$ cat src/rtl/fetch_stage.sv
`default_nettype none
// ============================================================================
// Module      : fetch_stage
// Description : Instruction-fetch stage. Owns the PC, drives a zero-latency
//               IMem address and captures the returned word into an IF/ID
//               register with a valid/ready handshake toward decode. Handles
//               redirects, halt and decode back-pressure.
// Revision    : 1.0 - initial release
// ============================================================================
module fetch_stage #(
  parameter logic [31:0] RESET_PC = 32'h0000_0000,
  parameter int          PC_STEP  = 4
) (
  input  logic        clk,
  input  logic        rst,
  output logic [31:0] imem_addr,
  input  logic [31:0] imem_instr,
  input  logic        redirect_valid,
  input  logic [31:0] redirect_target,
  input  logic        halt_req,
  input  logic        id_ready,
  output logic        id_valid,
  output logic [31:0] id_instr,
  output logic [31:0] id_pc,
  output logic [31:0] id_pc_plus4,
  output logic        misalign_err,
  output logic        halted,
  output logic [31:0] fetch_count
);

  localparam logic [31:0] STEP = 32'(PC_STEP);

  typedef enum logic [0:0] {
    S_RUN  = 1'b0,
    S_HALT = 1'b1
  } state_t;

  state_t      state;
  logic [31:0] pc;
  logic [31:0] pc_next_seq;
  logic        transfer;
  logic        load;

  // Sequential next PC; 32-bit modulo arithmetic wraps naturally.
  assign pc_next_seq = pc + STEP;

  // Decode consumes the held word this cycle.
  assign transfer = id_valid & id_ready;

  // A new word is captured only while running, with no redirect/halt pending,
  // and only if the output register is empty or being drained this cycle.
  assign load = (state == S_RUN) & ~redirect_valid & ~halt_req
                & (~id_valid | id_ready);

  assign imem_addr = pc;
  assign halted    = (state == S_HALT);

  // PC, FSM, IF/ID register, misalign pulse and accepted-instruction counter.
  always_ff @(posedge clk) begin
    if (rst) begin
      pc           <= RESET_PC;
      state        <= S_RUN;
      id_valid     <= 1'b0;
      id_instr     <= 32'h0;
      id_pc        <= 32'h0;
      id_pc_plus4  <= 32'h0;
      misalign_err <= 1'b0;
      fetch_count  <= 32'h0;
    end else begin
      misalign_err <= 1'b0;

      // A handshake in a redirect cycle still counts as delivered.
      if (transfer) begin
        fetch_count <= fetch_count + 32'h1;
      end

      if (redirect_valid) begin
        // Redirect flushes the IF/ID word regardless of id_ready and
        // forces a word-aligned target; low bits only raise the error pulse.
        pc           <= {redirect_target[31:2], 2'b00};
        id_valid     <= 1'b0;
        state        <= S_RUN;
        misalign_err <= |redirect_target[1:0];
      end else begin
        if ((state == S_RUN) && halt_req) begin
          state <= S_HALT;
        end

        if (load) begin
          id_instr    <= imem_instr;
          id_pc       <= pc;
          id_pc_plus4 <= pc_next_seq;
          id_valid    <= 1'b1;
          pc          <= pc_next_seq;
        end else if (transfer) begin
          id_valid <= 1'b0;
        end
      end
    end
  end

endmodule
`default_nettype wire

$ cat config.mk
export PLATFORM = sky130hd
export DESIGN_NAME = fetch_stage
export DESIGN_NICKNAME = d
export VERILOG_FILES = /design/src/rtl/fetch_stage.sv
export SDC_FILE = /design/constraint.sdc
export NUM_CORES = 1
export LEC_CHECK = 0
export ABC_AREA = 1
export CORE_MARGIN = 2
export CORE_UTILIZATION = 30
export CTS_BUF_LIST = sky130_fd_sc_hd__clkbuf_8
export CTS_CLUSTER_SIZE = 14
export DETAILED_ROUTE_END_ITERATION = 10
export HOLD_SLACK_MARGIN = 0.02
export MAX_ROUTING_LAYER = met4
export SYNTH_ARGS = -nofsm -noshare
export SYNTH_HDL_FRONTEND = slang
export SYNTH_SLANG_ARGS = --single-unit
export TNS_END_PERCENT = 30
$ cat constraint.sdc
create_clock -name clk -period 3.26 [get_ports clk]
set_input_delay 0.489 -clock clk [delete_from_list [all_inputs] [get_ports clk]]
set_output_delay 0.489 -clock clk [all_outputs]
set_load 0.01 [all_outputs]
# == Word-level counts from Yosys, hierarchy flattened ==
# Cells that the tools add are included.
# word_totals
ff_bits,163
latch_bits,0
mem_bits_rw,0
mem_bits_ro,0
mem_count,0
# classes
add_sub_neg,2
mul,0
div,0
order_cmp,0
n_eq_ne,0
shifts,0
n_mux,4
bitwise,9
reduce_logical,7
# ops
cell,count
$mux 32,2
$add 32x1->32 const B,1
$add 32x3->32 const B,1
$reduce_or 2->1,3
$and 1x1->1,4
$not 1->1,4
$reduce_bool 2->1,2
$mux 1,2
$reduce_and 2->1,1
$logic_and 1x1->1,1
$or 1x1->1,1

# == Depth between registers and ports, before layout ==
# Gate-level depths: netlist of run 1.
# logic_depth
ltp_word,6
ltp_mapped,10

# == Worst setup path before layout of run 1 ==
# No wires, ideal clock.
# synth_timing
kind,reg-to-reg
startpoint,"register pc[2], in the netlist imem_addr[2]"
endpoint,register id_pc_plus4[18]
arrival_ps,1543
slack_ps,1647
stages_incl_launch_ff,9
path_buffers,0
period_less_slack_ps,1613
cell_sequence,dfxtp_1 -> ha_1 -> inv_1 -> nor2_2 -> nand2_1 -> nor2_1 -> xor2_1 -> nand2_1 -> a21oi_1
# synth_between
elab_chain_len,1
# synth_rtl
element,line_no,rtl
"start, declared",39,logic [31:0] pc;
"start signal, assigned",80,"pc <= {redirect_target[31:2], 2'b00};"
"start signal, assigned",94,pc <= pc_next_seq;
$add 32x3->32,45,assign pc_next_seq = pc + STEP;
"end signal, assigned",92,id_pc_plus4 <= pc_next_seq;
"end, declared",25,"output logic [31:0] id_pc_plus4,"
# Every way passes these cells.
# A chain may end at the register's enable or synchronous reset.

# == Final worst setup path of run 1 ==
# layout_timing
startpoint,input id_ready
endpoint,"register pc[10], in the netlist imem_addr[10]"
# layout_between
elab_chain_len,3
# layout_rtl
element,line_no,rtl
"start, declared",21,"input logic id_ready,"
$or 1x1->1,53,& (~id_valid | id_ready);
$and 1x1->1,53,
$reduce_bool 2->1 (no source line),--,
# Every way passes these cells.

==> impl_results.md, run 1 <==
* Slew @ Worst Pin at 1000 ps
* Sequential area share after synthesis at 0.450
* Area of the die at 24500 um^2
* DP HPWL at 16800 um
* Worst path slowest cell: buf_4
* Drt drc at 0
* Bufs and invs on worst path at 3
* Setup Slack @ Placement at just under 600 ps
* Io pins at 232
* Distinct cells, synth at 31
* Outcome: finished clean
* Skew-Pair Late Insertion Delay at 480 ps
* Xor/xnor cell area share of the yosys netlist at 0.0251
* Row count at 55
* GRT overflow at 0
* CP Class: input pin to flip-flop
* Routed WL per cell at 15.0 um
* Pwr Total at ~0.0041 W
* Pin count of the biggest net entering global routing at 106
* Initial core utilization at 0.307
* Share of layout cells above drive strength 1 at 0.0543
* Drt total wl at 23300 um
* Placed insts at about 1500
* Switching pwr at 0.00116 W
* RSZ-0062 raised after global routing: no
* Syn avg cell area at a little under 7 um^2
* Yosys reg bits at 157
* Post-Syn Instances at 1011
* Worst path max stage delay at 750 ps
* Worst hold slack at between 400 and 500 ps
* First-pass GRT wire length at roughly 37000 um
* Core area at 22800 um^2
* Clock skew at approximately 16 ps
* CTS tree: built
* Total GRT Usage at 0.198
* Yosys top cell area share at 0.450
* EDFF count, synth at 0
* TritonRoute pass-1 iters at 5
* Synth area leaders: dfxtp_1, nand2_1, nor2_1, o21ai_0, a21oi_1
* Count of pins over their slew limit at 0
* Compound-cell area share of the yosys netlist at 0.137
* Mux cell area share after synthesis at 0
* Antenna violations before repair at 4
* Async S/R FF share, synth at 0
* Nets at 1291
* Crit Path Max Fanout at 105
* Peak Freq at 0.457 GHz
* Area leader, netlist: dfxtp_1
* Ys flop type: dfxtp_1
* Sw Ratio at 0.284
* Quantity of hold-fixing buffers added after cts at 0
* Clk buf depth at 2
* Via count at 7160
* Post-Synth Simple-Gate Area at 0.308
* Routability cong. at about 0.94
* Max_slew headroom at 0.333
* Adder-cell area share of the yosys netlist at 0.00358
* P_int at 0.00292 W
* Sequential power share at 0.510
* Post-CTS Setup Inserts at 0
* Final worst setup slack at 1070 ps
* Number of global-route vias before repair at 6886
* CTS sink count at 157
* Crit. End Element: flip-flop
* Post-CTS Resized at 0
* Vias per inst at between 4 and 5
* Startpoint Class: input pin
* Worst Hold Launch: id_pc_plus4[2]
* Top Family by Delay on Critical Path: buffers and inverters
* Num CTS Buffers at 17
* Area grow syn2layout at 41.2%
* WP data required at 3650 ps
* Final Non-Filler Cells at 1550
* HP Class: flip-flop to flip-flop
* H-tree levels at 4
* Port bufs at between 200 and 250
* Cell Pwr Density at ~410 nW/um^2
* Worst VDD drop at 0.237 mV
* LEAKAGE at 3.71 nW
* Iter 0 DRT Violations at around 430
* Final hold violation count at 0
* CP Data Arrival Time at 2580 ps
* Largest family of logic cells by synthesized area: simple AND/OR/NAND/NOR gates
* Setup TNS at 0 ps
* Die Width at 157 um
* MaxCap Viol Count at 0
* Final min period at 2190 ps
* Die H at 157 um
* Clock power frac at 0.355
* Root buffer cell: clkbuf_8
* FF-to-FF Start: halted
* CP Cell Sequence: clkdlybuf4s50_1 -> inv_2 -> nand2_1 -> nand2_2 -> nor2_4 -> buf_4 -> nand3_1 -> a31oi_1
* Final Cycle Share at 0.671
* Mapped Area at roughly 7000 um^2
* Worst Setup SP: id_ready
* Setup violators final at 0
* Post-route ant nets at 0
* Synth Warn # at 0
* Clock slew at reported path FFs at 90 ps
* Comb pwr share at 0.135
-- through the flow --
step / cell area, um^2 / util
after floorplan: 7000 / -
after global placement: 9470 / 0.416
after detailed placement: 9470 / 0.416
after CTS: 9850 / 0.433
after global routing: 9860 / 0.433
final: 9860 / 0.433
-- logic make-up after synthesis --
logic type / Yosys count
and+or+nand+nor: 517
AOI/OAI and AO/OA: 187
DFF: 157
buffers and inverters: 127
xor gates and xnor gates: 20
adders and majority gates: 2
other: 1
-- power by group through the flow --
stage	sequential [W]	combinational (W)	clock, W
floorplan	0.00214	0.000206	0
global placement	0.00212	0.000554	0
detailed placement	0.00212	0.000556	0
CTS	0.00208	0.000559	0.00150
global route	0.00209	0.000607	0.00157
finish	0.00208	0.000552	0.00145
-- layout make-up --
cell class | instances | area (um^2)
clock inverter | 14 | 131
clock buffer | 18 | 248
tap | 313 | 392
multi-input combinational | 732 | 3330
antenna | 4 | 10.0
fill | 2347 | 12900
sequential | 157 | 3140
inverter | 79 | 297
timing repair buffer | 233 | 2310
-- per-layer routing --
layer	routed length, um	track usage	vias to the layer above
met3	1870	0.0670	25
met4	457	0.0564	0
met1	10200	0.241	3248
met5	0	-	-
met2	10700	0.313	239
li1	-	-	3648
-- sequential cells by signal (all words and copies together) (netlist names) --
name and flops:
imem_addr 30, id_valid 1, id_pc 30, halted 1, id_pc_plus4 30, id_instr 32
fetch_count 32, misalign_err 1
-- cells in the final DEF, fill, tap and decap left out --
cell	n
clkinv_2	2
nor3_4	1
nand3_2	1
o21a_1	1
a21oi_1	82
diode_2	4
dfxtp_1	157
bufinv_16	1
xnor2_1	6
nor2_4	5
inv_6	7
nand4_1	12
buf_4	8
a311oi_1	1
nand2_2	3
o21ai_1	2
a31oi_1	8
nand3_1	38
conb_1	6
nand2_1	252
nor2_1	186
inv_1	76
nor2_8	1
buf_2	1
clkinvlp_4	4
o21bai_1	3
nor3_1	5
nor2_2	9
xor2_1	14
nand2_4	3
ha_1	2
clkdlybuf4s50_1	224
and3_1	1
o21ai_0	90
clkbuf_8	18
inv_2	3
-- synth_stat cells (2+ instances only) --
cell and number:
nand2_1 252, nand3_1 38, a31oi_1 8, nand2_2 3, xnor2_1 6, o21ai_1 2, nand4_1 12, dfxtp_1 157
clkbuf_1 28, xor2_1 14, nor2_4 5, nor2_1 186, nor3_1 5, o21bai_1 3, ha_1 2, buf_4 10
a21oi_1 82, o21ai_0 90, inv_1 77, nand2_4 3, nor2_2 9, inv_2 2, buf_2 9
-- worst register-to-register path, cell delays in order (launching register included) --
cell	delay [ps]
dfxtp_1	310
nor2_1	240
nand2_2	120
nor2_4	100
buf_4	750
nand3_1	280
a31oi_1	200
-- worst paths after layout --
path,cells after the start,slack (ps),to
max,8,1070,imem_addr[10]
min,2,470,id_pc_plus4[2]
max reg2reg,6,1190,imem_addr[10]
min reg2reg,2,470,id_pc_plus4[2]
No activity file was read; power rests on OpenSTA's default activity.
==> run 2: changes to the inputs <==
clock period = 2.1 ns   (was 3.26 ns; I/O delays follow)
==> run 2 against run 1 <==
Net effect: non-clock buffer count grew 19; combinational power grew 66%; clock skew grew 0.92 ps; final area grew 2.1%; via count grew 0.80%; critical path type is now flip-flop to output pin; routed wire length grew 0.30%; clock-buffer cell count is the same; setup slack lost 880 ps.
==> impl_results.md, run 2 (synthesis results as in run 1) <==
* Total GRT Usage at 0.196
* Setup violators final at 0
* Count of pins over their slew limit at 0
* Worst VDD drop at 0.359 mV
* Number of global-route vias before repair at approximately 6600
* Antenna violations before repair at 4
* Quantity of hold-fixing buffers added after cts at 0
* Iter 0 DRT Violations at 498
* Bufs and invs on worst path at 2
* Hold path depth at 4
* CTS tree: built
* Worst Hold Launch: rst
* Worst path slowest cell: clkdlybuf4s50_1
* CP Cell Sequence: buf_4 -> clkdlybuf4s50_1
* Clock skew at 16.5 ps
* Share of layout cells above drive strength 1 at 0.0687
* First-pass GRT wire length at 36200 um
* Final Cycle Share at 0.909
* Largest regs: fetch_count x32, id_instr x32
* TritonRoute pass-1 iters at 5
* Crit. End Element: output pin
* Routed WL per cell at 14.9 um
* DP HPWL at 17100 um
* Final min period at 1910 ps
* Area grow syn2layout at 44.2%
* Port bufs at 225
* Core area at ~23000 um^2
* Commonest non-fill, non-tap cell in the layout: nand2_1
* Initial core utilization at 0.307
* GRT overflow at 0
* Worst path max stage delay at 550 ps
* Root buffer cell: clkbuf_8
* Startpoint Class: flip-flop
* Routability cong. at 0.949
* Path depth of the worst reg2reg path at 7
* LEAKAGE at approximately 3.8 nW
* Outcome: finished clean
* Pin count of the biggest net entering global routing at 61
* Post-CTS Resized at 0
* FF-to-FF Start: imem_addr[2]
* Num CTS Buffers at 17
* Area of the multi-input gates at between 3000 and 4000 um^2
* Via count at 7217
* Die H at 157 um
* Clock slew at reported path FFs at 90 ps
* Final hold violation count at 0
* Drt drc at 0
* Skew-Pair Late Insertion Delay at 470 ps
* Top Family by Delay on Critical Path: buffers and inverters
* Area of the die at 24500 um^2
* Peak Freq at 0.524 GHz
* Vias per inst at 4.60
* Reg2Reg Capture Point: imem_addr[24]
* Most frequent cells in the layout: nand2_1, clkdlybuf4s50_1, nor2_1
* Worst hold slack at 278 ps
* WP data required at 1780 ps
* Post-CTS Setup Inserts at 0
* Cell Pwr Density at 634 nW/um^2
* CP Data Arrival Time at between 1500 and 2000 ps
* Crit Path Max Fanout at 5
* HP Class: input pin to flip-flop
* Clk buf depth at 2
* CTS sink count at 157
* Drt total wl at 23300 um
* Nets at 1310
* Reg2Reg Setup Slack at 270 ps
* Fillers at approximately 2300
* FF/Latch Area at ~3100 um^2
* CP Class: flip-flop to output pin
* H-tree levels at 4
* RSZ-0062 raised after global routing: no
* MaxCap Viol Count at 0
* Post-route ant nets at 0
* Setup TNS at 0 ps
* Row count at 55
* Io pins at ~230
* Die Width at 157 um
* WHS Endpoint: fetch_count[22]
-- run 2: changes by cell type in the layout (fill, tap and decap cells not counted), sizes merged --
| cell | previous run | this run |
|---|---|---|
| buf | 9 | 28 |
| clkinv | 2 | 7 |
| clkinvlp | 4 | 2 |
| inv | 86 | 83 |
-- run 2: power breakdown --
group	leakage, nW	switching (W)	internal (W)
sequential	1.28	0.0000981	0.00311
clock	0.190	0.00127	0.000987
combinational	2.37	0.000447	0.000467
-- run 2: per-stage QoR --
step / cells / cell area [um^2] / setup WS, ps / power [W] / utilization
floorplan: 1016 / 7000 / 487 / 0.00365 / -
global placement: 1533 / 9680 / 98.8 / 0.00419 / 0.425
detailed placement: 1533 / 9680 / 85.2 / 0.00419 / 0.425
CTS: 1565 / 10100 / 146 / 0.00647 / 0.442
global route: 1569 / 10100 / 86.6 / 0.00666 / 0.442
finish: 1569 / 10100 / 191 / 0.00638 / 0.442
-- run 2: final cells by class --
cell class,count,area share
timing repair buffer,252,0.250
clock buffer,18,0.0246
antenna,4,0.000994
multi-input combinational,732,0.331
sequential,157,0.312
tap,313,0.0389
inverter,79,0.0294
clock inverter,14,0.0133
-- run 2: worst max path at each step --
stage                  start         endpoint  slack, ps  cells after the start
2_1_floorplan   imem_addr[2]  id_pc_plus4[18]        490                      8
3_3_place_gp        id_ready  fetch_count[24]        100                      8
4_1_cts        imem_addr[14]    imem_addr[14]        150                      1
6_report        imem_addr[4]     imem_addr[4]        190                      2
5_1_grt         imem_addr[2]    imem_addr[24]         90                      7
3_5_place_dp        id_ready  fetch_count[24]         90                      8
-- run 2: routing by layer --
layer	vias to the layer above	global-route usage	share of wire	wire length (um)
met5	-	-	0	0
met4	0	0.0498	0.018	414
met3	27	0.0640	0.085	1990
met2	250	0.302	0.45	10600
met1	3276	0.247	0.44	10400
li1	3664	-	-	-
-- run 2: tightest hold or removal path: cells and delay by family --
kind                   cells  cell delay, ps
buffers and inverters      2             240
and+or+nand+nor            2             130
